<file path="config.mk">
export PLATFORM = sky130hd
export DESIGN_NAME = uart_tx_fifo
export DESIGN_NICKNAME = d
export VERILOG_FILES = /design/src/rtl/uart_tx_fifo.sv
export SDC_FILE = /design/constraint.sdc
export NUM_CORES = 1
export LEC_CHECK = 0
export ABC_AREA = 1
export ABC_CLOCK_PERIOD_IN_PS = 4870
export CORE_MARGIN = 2
export CORE_UTILIZATION = 55
export CTS_CLUSTER_SIZE = 24
export DETAILED_ROUTE_END_ITERATION = 8
export PLACE_DENSITY = 0.84
export RECOVER_POWER = 25
export SLEW_MARGIN = 20
export SYNTH_ARGS = -nofsm -noshare
export SYNTH_HDL_FRONTEND = slang
export SYNTH_SLANG_ARGS = --single-unit
</file>
<file path="constraint.sdc">
create_clock -name clk -period 4.87 [get_ports clk]
set_input_delay 0.7305 -clock clk [delete_from_list [all_inputs] [get_ports clk]]
set_output_delay 0.7305 -clock clk [all_outputs]
set_load 0.02 [all_outputs]
</file>
<file path="src/rtl/uart_tx_fifo.sv">
// UART transmitter with an internal transmit FIFO.
// Words arrive on a valid/ready stream and are buffered. Each word is sent
// LSB-first as start, data, optional parity and one or two stop bits.
// The baud rate is a clock-enable counter inside the clk domain.
// Queued frames follow each other with no idle gap on tx.
module uart_tx_fifo #(
    parameter int DATA_BITS  = 8,
    parameter int FIFO_DEPTH = 16,
    parameter int DIV_W      = 16
) (
    input  logic                          clk,
    input  logic                          rst_n,
    input  logic [DIV_W-1:0]              baud_div,
    input  logic [1:0]                    parity_mode,
    input  logic                          two_stop,
    input  logic                          s_valid,
    input  logic [DATA_BITS-1:0]          s_data,
    output logic                          s_ready,
    output logic                          tx,
    output logic                          busy,
    output logic [$clog2(FIFO_DEPTH):0]   fifo_count
);

    localparam int AW = $clog2(FIFO_DEPTH);
    localparam int CW = AW + 1;
    localparam int BW = $clog2(DATA_BITS + 1);

    typedef enum logic [2:0] {
        IDLE   = 3'd0,
        START  = 3'd1,
        DATA   = 3'd2,
        PARITY = 3'd3,
        STOP   = 3'd4
    } state_t;

    // A divisor below 2 is raised to 2.
    function automatic logic [DIV_W-1:0] sat_div(input logic [DIV_W-1:0] d);
        return (d < DIV_W'(2)) ? DIV_W'(2) : d;
    endfunction

    // The parity bit for the latched mode. 01 selects even parity and 10 selects odd parity.
    function automatic logic parity_bit(input logic [1:0] mode, input logic xor_all);
        return (mode == 2'b01) ? xor_all : ~xor_all;
    endfunction

    logic [DATA_BITS-1:0] mem [FIFO_DEPTH];
    logic [AW-1:0]        wr_ptr_q, rd_ptr_q;
    logic [CW-1:0]        count_q;
    logic                 push, pop, fifo_empty;

    state_t               state_q, state_d;
    logic [DIV_W-1:0]     baud_cnt_q, div_q, eff_div;
    logic [1:0]           par_mode_q;
    logic                 two_stop_q;
    logic [BW-1:0]        bit_cnt_q;
    logic [1:0]           stop_cnt_q;
    logic [DATA_BITS-1:0] shift_q;
    logic                 par_q;
    logic                 bit_end, stop_last, par_en, last_data;

    assign s_ready    = (count_q != CW'(FIFO_DEPTH));
    assign fifo_empty = (count_q == '0);
    assign push       = s_valid && s_ready;
    assign fifo_count = count_q;
    assign busy       = (state_q != IDLE);

    assign eff_div    = sat_div(div_q);
    assign bit_end    = (state_q != IDLE) && (baud_cnt_q == eff_div - DIV_W'(1));
    assign stop_last  = !two_stop_q || (stop_cnt_q == 2'd2);
    assign par_en     = (par_mode_q == 2'b01) || (par_mode_q == 2'b10);
    assign last_data  = (bit_cnt_q == BW'(DATA_BITS));

    // Next-state logic. A pop happens on every edge that starts a frame.
    always_comb begin
        state_d = state_q;
        pop     = 1'b0;
        case (state_q)
            IDLE: begin
                if (!fifo_empty) begin
                    state_d = START;
                    pop     = 1'b1;
                end
            end
            START: begin
                if (bit_end) state_d = DATA;
            end
            DATA: begin
                if (bit_end && last_data) state_d = par_en ? PARITY : STOP;
            end
            PARITY: begin
                if (bit_end) state_d = STOP;
            end
            STOP: begin
                if (bit_end && stop_last) begin
                    if (!fifo_empty) begin
                        state_d = START;
                        pop     = 1'b1;
                    end else begin
                        state_d = IDLE;
                    end
                end
            end
            default: state_d = IDLE;
        endcase
    end

    // FIFO pointers and occupancy. A push and a pop on the same edge leave the count unchanged.
    always_ff @(posedge clk or negedge rst_n) begin
        if (!rst_n) begin
            wr_ptr_q <= '0;
            rd_ptr_q <= '0;
            count_q  <= '0;
        end else begin
            if (push) wr_ptr_q <= wr_ptr_q + AW'(1);
            if (pop)  rd_ptr_q <= rd_ptr_q + AW'(1);
            if (push && !pop)      count_q <= count_q + CW'(1);
            else if (pop && !push) count_q <= count_q - CW'(1);
        end
    end

    // FIFO storage. The data words are not reset.
    always_ff @(posedge clk) begin
        if (push) mem[wr_ptr_q] <= s_data;
    end

    // State register, baud, bit and stop counters, latched configuration and the registered tx line.
    always_ff @(posedge clk or negedge rst_n) begin
        if (!rst_n) begin
            state_q    <= IDLE;
            baud_cnt_q <= '0;
            bit_cnt_q  <= '0;
            stop_cnt_q <= '0;
            div_q      <= '0;
            par_mode_q <= '0;
            two_stop_q <= 1'b0;
            tx         <= 1'b1;
        end else begin
            state_q <= state_d;
            if (pop) begin
                baud_cnt_q <= '0;
                bit_cnt_q  <= '0;
                stop_cnt_q <= '0;
                div_q      <= baud_div;
                par_mode_q <= parity_mode;
                two_stop_q <= two_stop;
                tx         <= 1'b0;
            end else if (state_q == IDLE) begin
                baud_cnt_q <= '0;
                tx         <= 1'b1;
            end else if (!bit_end) begin
                baud_cnt_q <= baud_cnt_q + DIV_W'(1);
            end else begin
                baud_cnt_q <= '0;
                case (state_q)
                    START: begin
                        tx        <= shift_q[0];
                        bit_cnt_q <= BW'(1);
                    end
                    DATA: begin
                        if (last_data) begin
                            if (par_en) begin
                                tx <= parity_bit(par_mode_q, par_q);
                            end else begin
                                tx         <= 1'b1;
                                stop_cnt_q <= 2'd1;
                            end
                        end else begin
                            tx        <= shift_q[0];
                            bit_cnt_q <= bit_cnt_q + BW'(1);
                        end
                    end
                    PARITY: begin
                        tx         <= 1'b1;
                        stop_cnt_q <= 2'd1;
                    end
                    STOP: begin
                        tx <= 1'b1;
                        if (!stop_last) stop_cnt_q <= 2'd2;
                    end
                    default: tx <= 1'b1;
                endcase
            end
        end
    end

    // Shift register and data parity. These load on the pop edge, and the shift register moves once per data bit sent.
    always_ff @(posedge clk) begin
        if (pop) begin
            shift_q <= mem[rd_ptr_q];
            par_q   <= ^mem[rd_ptr_q];
        end else if (bit_end && ((state_q == START) || ((state_q == DATA) && !last_data))) begin
            shift_q <= shift_q >> 1;
        end
    end

endmodule

</file>
Word-level counts from Yosys, hierarchy flattened
Memory sizes are Yosys's and may differ from the RTL's.
Index checks and enable logic that the tools add are counted.
{"block": "op_classes", "addsub": 7, "multipliers": 0, "div": 0, "n_lt_le_gt_ge": 1, "n_eq_ne": 20, "shift": 0, "muxes": 40, "bitwise_logic": 1, "n_reduce_logical": 28}
{"cell": "$mux 16", "count": 4}
{"cell": "$mux 3", "count": 6}
{"cell": "$add 16x1->16 const B", "count": 1}
{"cell": "$eq 16x16->1", "count": 1}
{"cell": "$lt 16x2->1 const B", "count": 1}
{"cell": "$mux 4", "count": 4}
{"cell": "$mux 8", "count": 2}
{"cell": "$sub 16x1->16 const B", "count": 1}
{"cell": "$pmux 3 s5", "count": 1}
{"cell": "$add 4x1->4 const B", "count": 3}
{"cell": "$mux 2", "count": 6}
{"cell": "$ne 2x2->1 const B", "count": 6}
{"cell": "$ne 3x3->1 const B", "count": 4}
{"cell": "$mux 1", "count": 11}
{"cell": "$mux 5", "count": 2}
{"cell": "$reduce_bool 3->1", "count": 3}
{"cell": "$logic_and 1x1->1", "count": 8}
{"cell": "$pmux 4 s2", "count": 1}
{"cell": "$reduce_xor 8->1", "count": 1}
{"cell": "$eq 3x2->1 const B", "count": 2}
{"cell": "$pmux 2 s3", "count": 1}
{"cell": "$reduce_and 6->1", "count": 1}
{"cell": "$reduce_bool 2->1", "count": 3}
{"cell": "$add 5x1->5 const B", "count": 1}
{"cell": "other kinds (16)", "count": 23}
{"block": "word_totals", "ff_bits": 67, "latch_bits": 0, "mem_bits_rw": 128, "mem_bits_ro": 0, "output_inout_bits": 8, "wordCells": 111, "memories": 1}
{"name": "mem", "depth": 16, "width": 8, "rd": 1, "rd_ports_with_merged_regs": 0, "wr": 1, "line": "46", "source": "logic [DATA_BITS-1:0] mem [FIFO_DEPTH];"}

Depth between registers and ports, before layout
{"block": "depth", "ltp_word": 11, "ltp_mapped": 32}

Worst setup path before layout
Ideal clock, no wire load.
{"block": "synth_path", "kind": "register -> register", "from": "reg div_q[6]", "to": "reg count_q[4], in the netlist fifo_count[4]", "setup_time_ps": 132, "arrival_ps": 3768, "t_required_ps": 4738, "slack_ps": 970, "path_stages_with_launch": 33, "n_path_buf": 3, "synth_period_minus_slack_ps": 3900, "cell_sequence": "dfrtp_1 -> nor2_2 -> nand2_1 -> nor2_2 -> nand2_1 -> buf_6 -> nand2_1 -> ha_1 -> nand2_1 -> nor3b_1 -> nand2_1 -> nand2_1 -> nand2_1 -> inv_1 -> nand3_1 -> nor2_1 -> nand2_1 -> nor2_2 -> nand3_1 -> nand2_1 -> nand2_2 -> buf_6 -> buf_4 -> ha_1 -> inv_1 -> ha_1 -> nand2_1 -> nor2_1 -> a211oi_1 -> nand2_1 -> nand2_1 -> nor2_1 -> xor2_1"}
{"block": "synth_between", "elab_chain_cells": 11}
{"element": "start, declared", "line": "52", "source": "logic [DIV_W-1:0] baud_cnt_q, div_q, eff_div;"}
{"element": "start signal, assigned", "line": "143", "source": "div_q <= baud_div;"}
{"element": "$lt 16x2->1", "line": "38", "source": "return (d < DIV_W'(2)) ? DIV_W'(2) : d;"}
{"element": "$mux 16 *", "line": "38"}
{"element": "$sub 16x1->16 *", "line": "68", "source": "assign bit_end = (state_q != IDLE) && (baud_cnt_q == eff_div - DIV_W'(1));"}
{"element": "$eq 16x16->1 *", "line": "68"}
{"element": "$logic_and 1x1->1 *", "line": "68"}
{"element": "$logic_and 1x1->1 *", "line": "94", "source": "if (bit_end && stop_last) begin"}
{"element": "$mux 1 *", "line": "94"}
{"element": "$pmux 1 s2 *", "line": "77", "source": "case (state_q)"}
{"element": "$logic_not 1->1", "line": "116", "source": "if (push && !pop) count_q <= count_q + CW'(1);"}
{"element": "$logic_and 1x1->1", "line": "116"}
{"element": "$mux 5 / $reduce_bool 2->1 (equally long branches)"}
{"element": "end signal, assigned", "line": "116"}
{"element": "end signal, assigned", "line": "117", "source": "else if (pop && !push) count_q <= count_q - CW'(1);"}
{"element": "end, declared", "line": "48", "source": "logic [CW-1:0] count_q;"}
Every way passes the cells marked *; elsewhere a longest branch is shown, timed or not.
A chain may end at the register's enable or synchronous reset.

Final worst setup path
{"block": "layout_path", "from": "reg div_q[2]", "to": "reg count_q[4], in the netlist fifo_count[4]"}
The elaborated chain is that of the path after synthesis.

==> results.json <==
{
  "status": "complete, but fails checks",
  "violations": "max-capacitance violations, max-slew violations",
  "end_kind": "flop",
  "crit_fanout": 11,
  "die_w_um": 132,
  "relSlewSlack": -1.03,
  "min_from": "stop_cnt_q[0]",
  "cpMostUsedCell": "nand2_1",
  "cp_slowest_stage_delay_ns": 0.46,
  "synth_top_area_frac": 0.460,
  "slowest_stage": "dfrtp_1",
  "numCtsBuffers": 17,
  "cts_tree": "built",
  "hpwl_mm": 12.5,
  "hold_class": "flop to flop",
  "placement_rows": 46,
  "pwr-share-comb": 0.398,
  "p_sw_frac": 0.410,
  "critPathCapture": "fifo_count[4]",
  "place_congestion": 0.918,
  "crit_start": "div_q[2]",
  "reg2reg_slack_ns": 0.58,
  "layout-drive-gt1-share": 0.0610,
  "ys.flop_type": "edfxtp_1",
  "crit_type": "flop to flop",
  "final_area_mm2": 0.0101,
  "reg2regPathDepth": 26,
  "max_freq_mhz": 233,
  "initial_utilization": 0.563,
  "htree_levels": 4,
  "ys_seq_area_frac": 0.622,
  "final_cell_mix": "210 x nand2_1, 137 x edfxtp_1, 106 x nor2_1",
  "cts.sinks": 195,
  "synth-edff-count": 137,
  "final_nets": 951,
  "setup_viol": 0,
  "grt_pass1_vias": 6282,
  "grt_pass1_wl_mm": 31.4,
  "synth_area_leaders": "edfxtp_1 46%, dfrtp_1 16%, nand2_1 8.8%, nor2_1 4.4%, o21ai_0 3.2%",
  "p_int_mw": 3.82,
  "switchingPower_mw": 2.66,
  "antenna_found_initial": 0,
  "totalNegativeSetupSlack_ns": 0,
  "drt_iter0_drc": 597,
  "clk_pin_slew_ns": 0.08,
  "p_per_area_mw_per_mm2": 639,
  "overflow": 0,
  "post_cts_buffers": 0,
  "drv_slew": 59,
  "cts_root_buf": "clkbuf_16",
  "area_growth_pct": 13.3,
  "synth_area_mm2": 0.00894,
  "tightest_slew_ns": 3.05,
  "vias": 6402,
  "async_reset_ff_frac": 0.297,
  "vias_per_cell": 5.65,
  "cp-start-kind": "flop",
  "port-buffer-count": 37,
  "avgRoutedWirePerCell_um": 17.2,
  "core_mm2": 0.0159,
  "pin_count": 38,
  "arrival_ns": 4.66,
  "place_area_mm2": 0.00950,
  "ys_warn_count": 0,
  "leakage_nw": 3.97,
  "hold_viol_final": 0,
  "vdd_drop_max_mv": 0.417,
  "syn_area_per_cell_um2": 10.3,
  "ys_seq_elements": 195,
  "die_area_mm2": 0.0173,
  "period_share": 0.881,
  "r2r-end": "fifo_count[4]",
  "wl_mm": 19.5,
  "firstDrtPassIters": 5,
  "maxCapViolCount": 1,
  "ys_types": 43,
  "r2r-start": "div_q[2]",
  "seq_power_share": 0.375,
  "final_common_cell": "nand2_1",
  "antenna_left": 0,
  "clk_latency_ns": 0.44,
  "cts_repair_resize_count": 0,
  "grt_max_degree": 66,
  "postCtsHoldBufs": 0,
  "die_h_um": 132,
  "yosysTopAreaCell": "edfxtp_1",
  "grt_setup_unrepaired": "false",
  "clockBufferDepth": 2,
  "clkPwrFrac": 0.227,
  "nFillCells": 1195,
  "gr-usage-all-layers": 0.235,
  "fin_skew_ns": 0.0121,
  "num_antenna_cells": 0,
  "drc": 0,
  "period_minus_slack_ns": 4.29,
  "synthCells": 870,
  "critPathRequiredTime_ns": 5.24,
  "syn_nets": 916
}
-- Yosys cell counts (9+ instances only) --
| master | count |
|---|---|
| xnor2_1 | 16 |
| nand3_1 | 43 |
| clkbuf_1 | 20 |
| dfrtp_1 | 57 |
| a21oi_1 | 20 |
| edfxtp_1 | 137 |
| inv_1 | 63 |
| nand4_1 | 19 |
| xor2_1 | 28 |
| ha_1 | 15 |
| a221oi_1 | 9 |
| nand2_1 | 210 |
| o22ai_1 | 10 |
| nor2_1 | 106 |
| o21ai_0 | 57 |
-- worst max-delay path: cells and delay by family (launching register included) --
kind / cells / cell delay (ns)
compound gates: 1 / 0.22
xor+xnor: 2 / 0.41
fa+ha+maj: 3 / 0.71
buf+inv: 2 / 0.20
flops: 1 / 0.46
simple gates: 18 / 2.23
-- cell families after synthesis --
family | count (synthesis) | synth area share
simple gates | 401 | 0.188
compound gates | 118 | 0.0776
xor+xnor | 45 | 0.0456
buf+inv | 95 | 0.0435
flops | 195 | 0.622
fa+ha+maj | 16 | 0.0232
-- metal layers --
metal,vias to the layer above,GRT usage,share of wire
met2,238,0.393,0.50
li1,3031,-,-
met1,3088,0.289,0.41
met4,0,0.0984,0.026
met3,45,0.0629,0.069
met5,-,0,0
-- power groups by stage --
stage               logic, mW  registers [mW]  clock network (mW)
floorplan                1.88            2.41                   0
global placement         2.45            2.44                   0
detailed placement       2.53            2.45                   0
CTS                      2.56            2.42                1.48
global route             2.87            2.47                1.56
finish                   2.57            2.43                1.47
-- worst min-delay path by stage --
stage | to | slack, ns | cells after the start
final | stop_cnt_q[0] | 0.48 | 2
after global routing | stop_cnt_q[1] | 0.51 | 2
after CTS | baud_cnt_q[6] | 0.46 | 2
after detailed placement | stop_cnt_q[1] | 0.47 | 2
after global placement | stop_cnt_q[1] | 0.46 | 2
after floorplan | baud_cnt_q[0] | 0.43 | 0
-- state kept, by name, summed over array words and instances (netlist names) --
name        flops
two_stop_q      1
state_q         3
rd_ptr_q        4
fifo_count      5
par_mode_q      2
shift_q         8
par_q           1
tx              1
baud_cnt_q     16
div_q          16
bit_cnt_q       4
wr_ptr_q        4
stop_cnt_q      2
mem           128
-- per-stage QoR --
| stage | setup WS (ns) | instances | power [mW] | util | hold WS, ns |
|---|---|---|---|---|---|
| floorplan | 0.970 | 870 | 4.29 | - | 0.435 |
| global route | 0.221 | 1134 | 6.89 | 0.638 | 0.508 |
| finish | 0.580 | 1134 | 6.48 | 0.638 | 0.476 |
| detailed placement | 0.635 | 1102 | 4.98 | 0.598 | 0.467 |
| global placement | 0.851 | 1102 | 4.89 | 0.598 | 0.455 |
| CTS | 0.600 | 1134 | 6.47 | 0.638 | 0.459 |
-- final cells by class --
class	count	area [um^2]	area share
clock buffer	17	425	0.0420
clock inverter	15	214	0.0211
inverter	67	251	0.0248
multi-input combinational	580	2990	0.295
sequential	195	5570	0.550
tap	216	270	0.0267
timing repair buffer	44	414	0.0409
(Power assumes the default switching activity.)
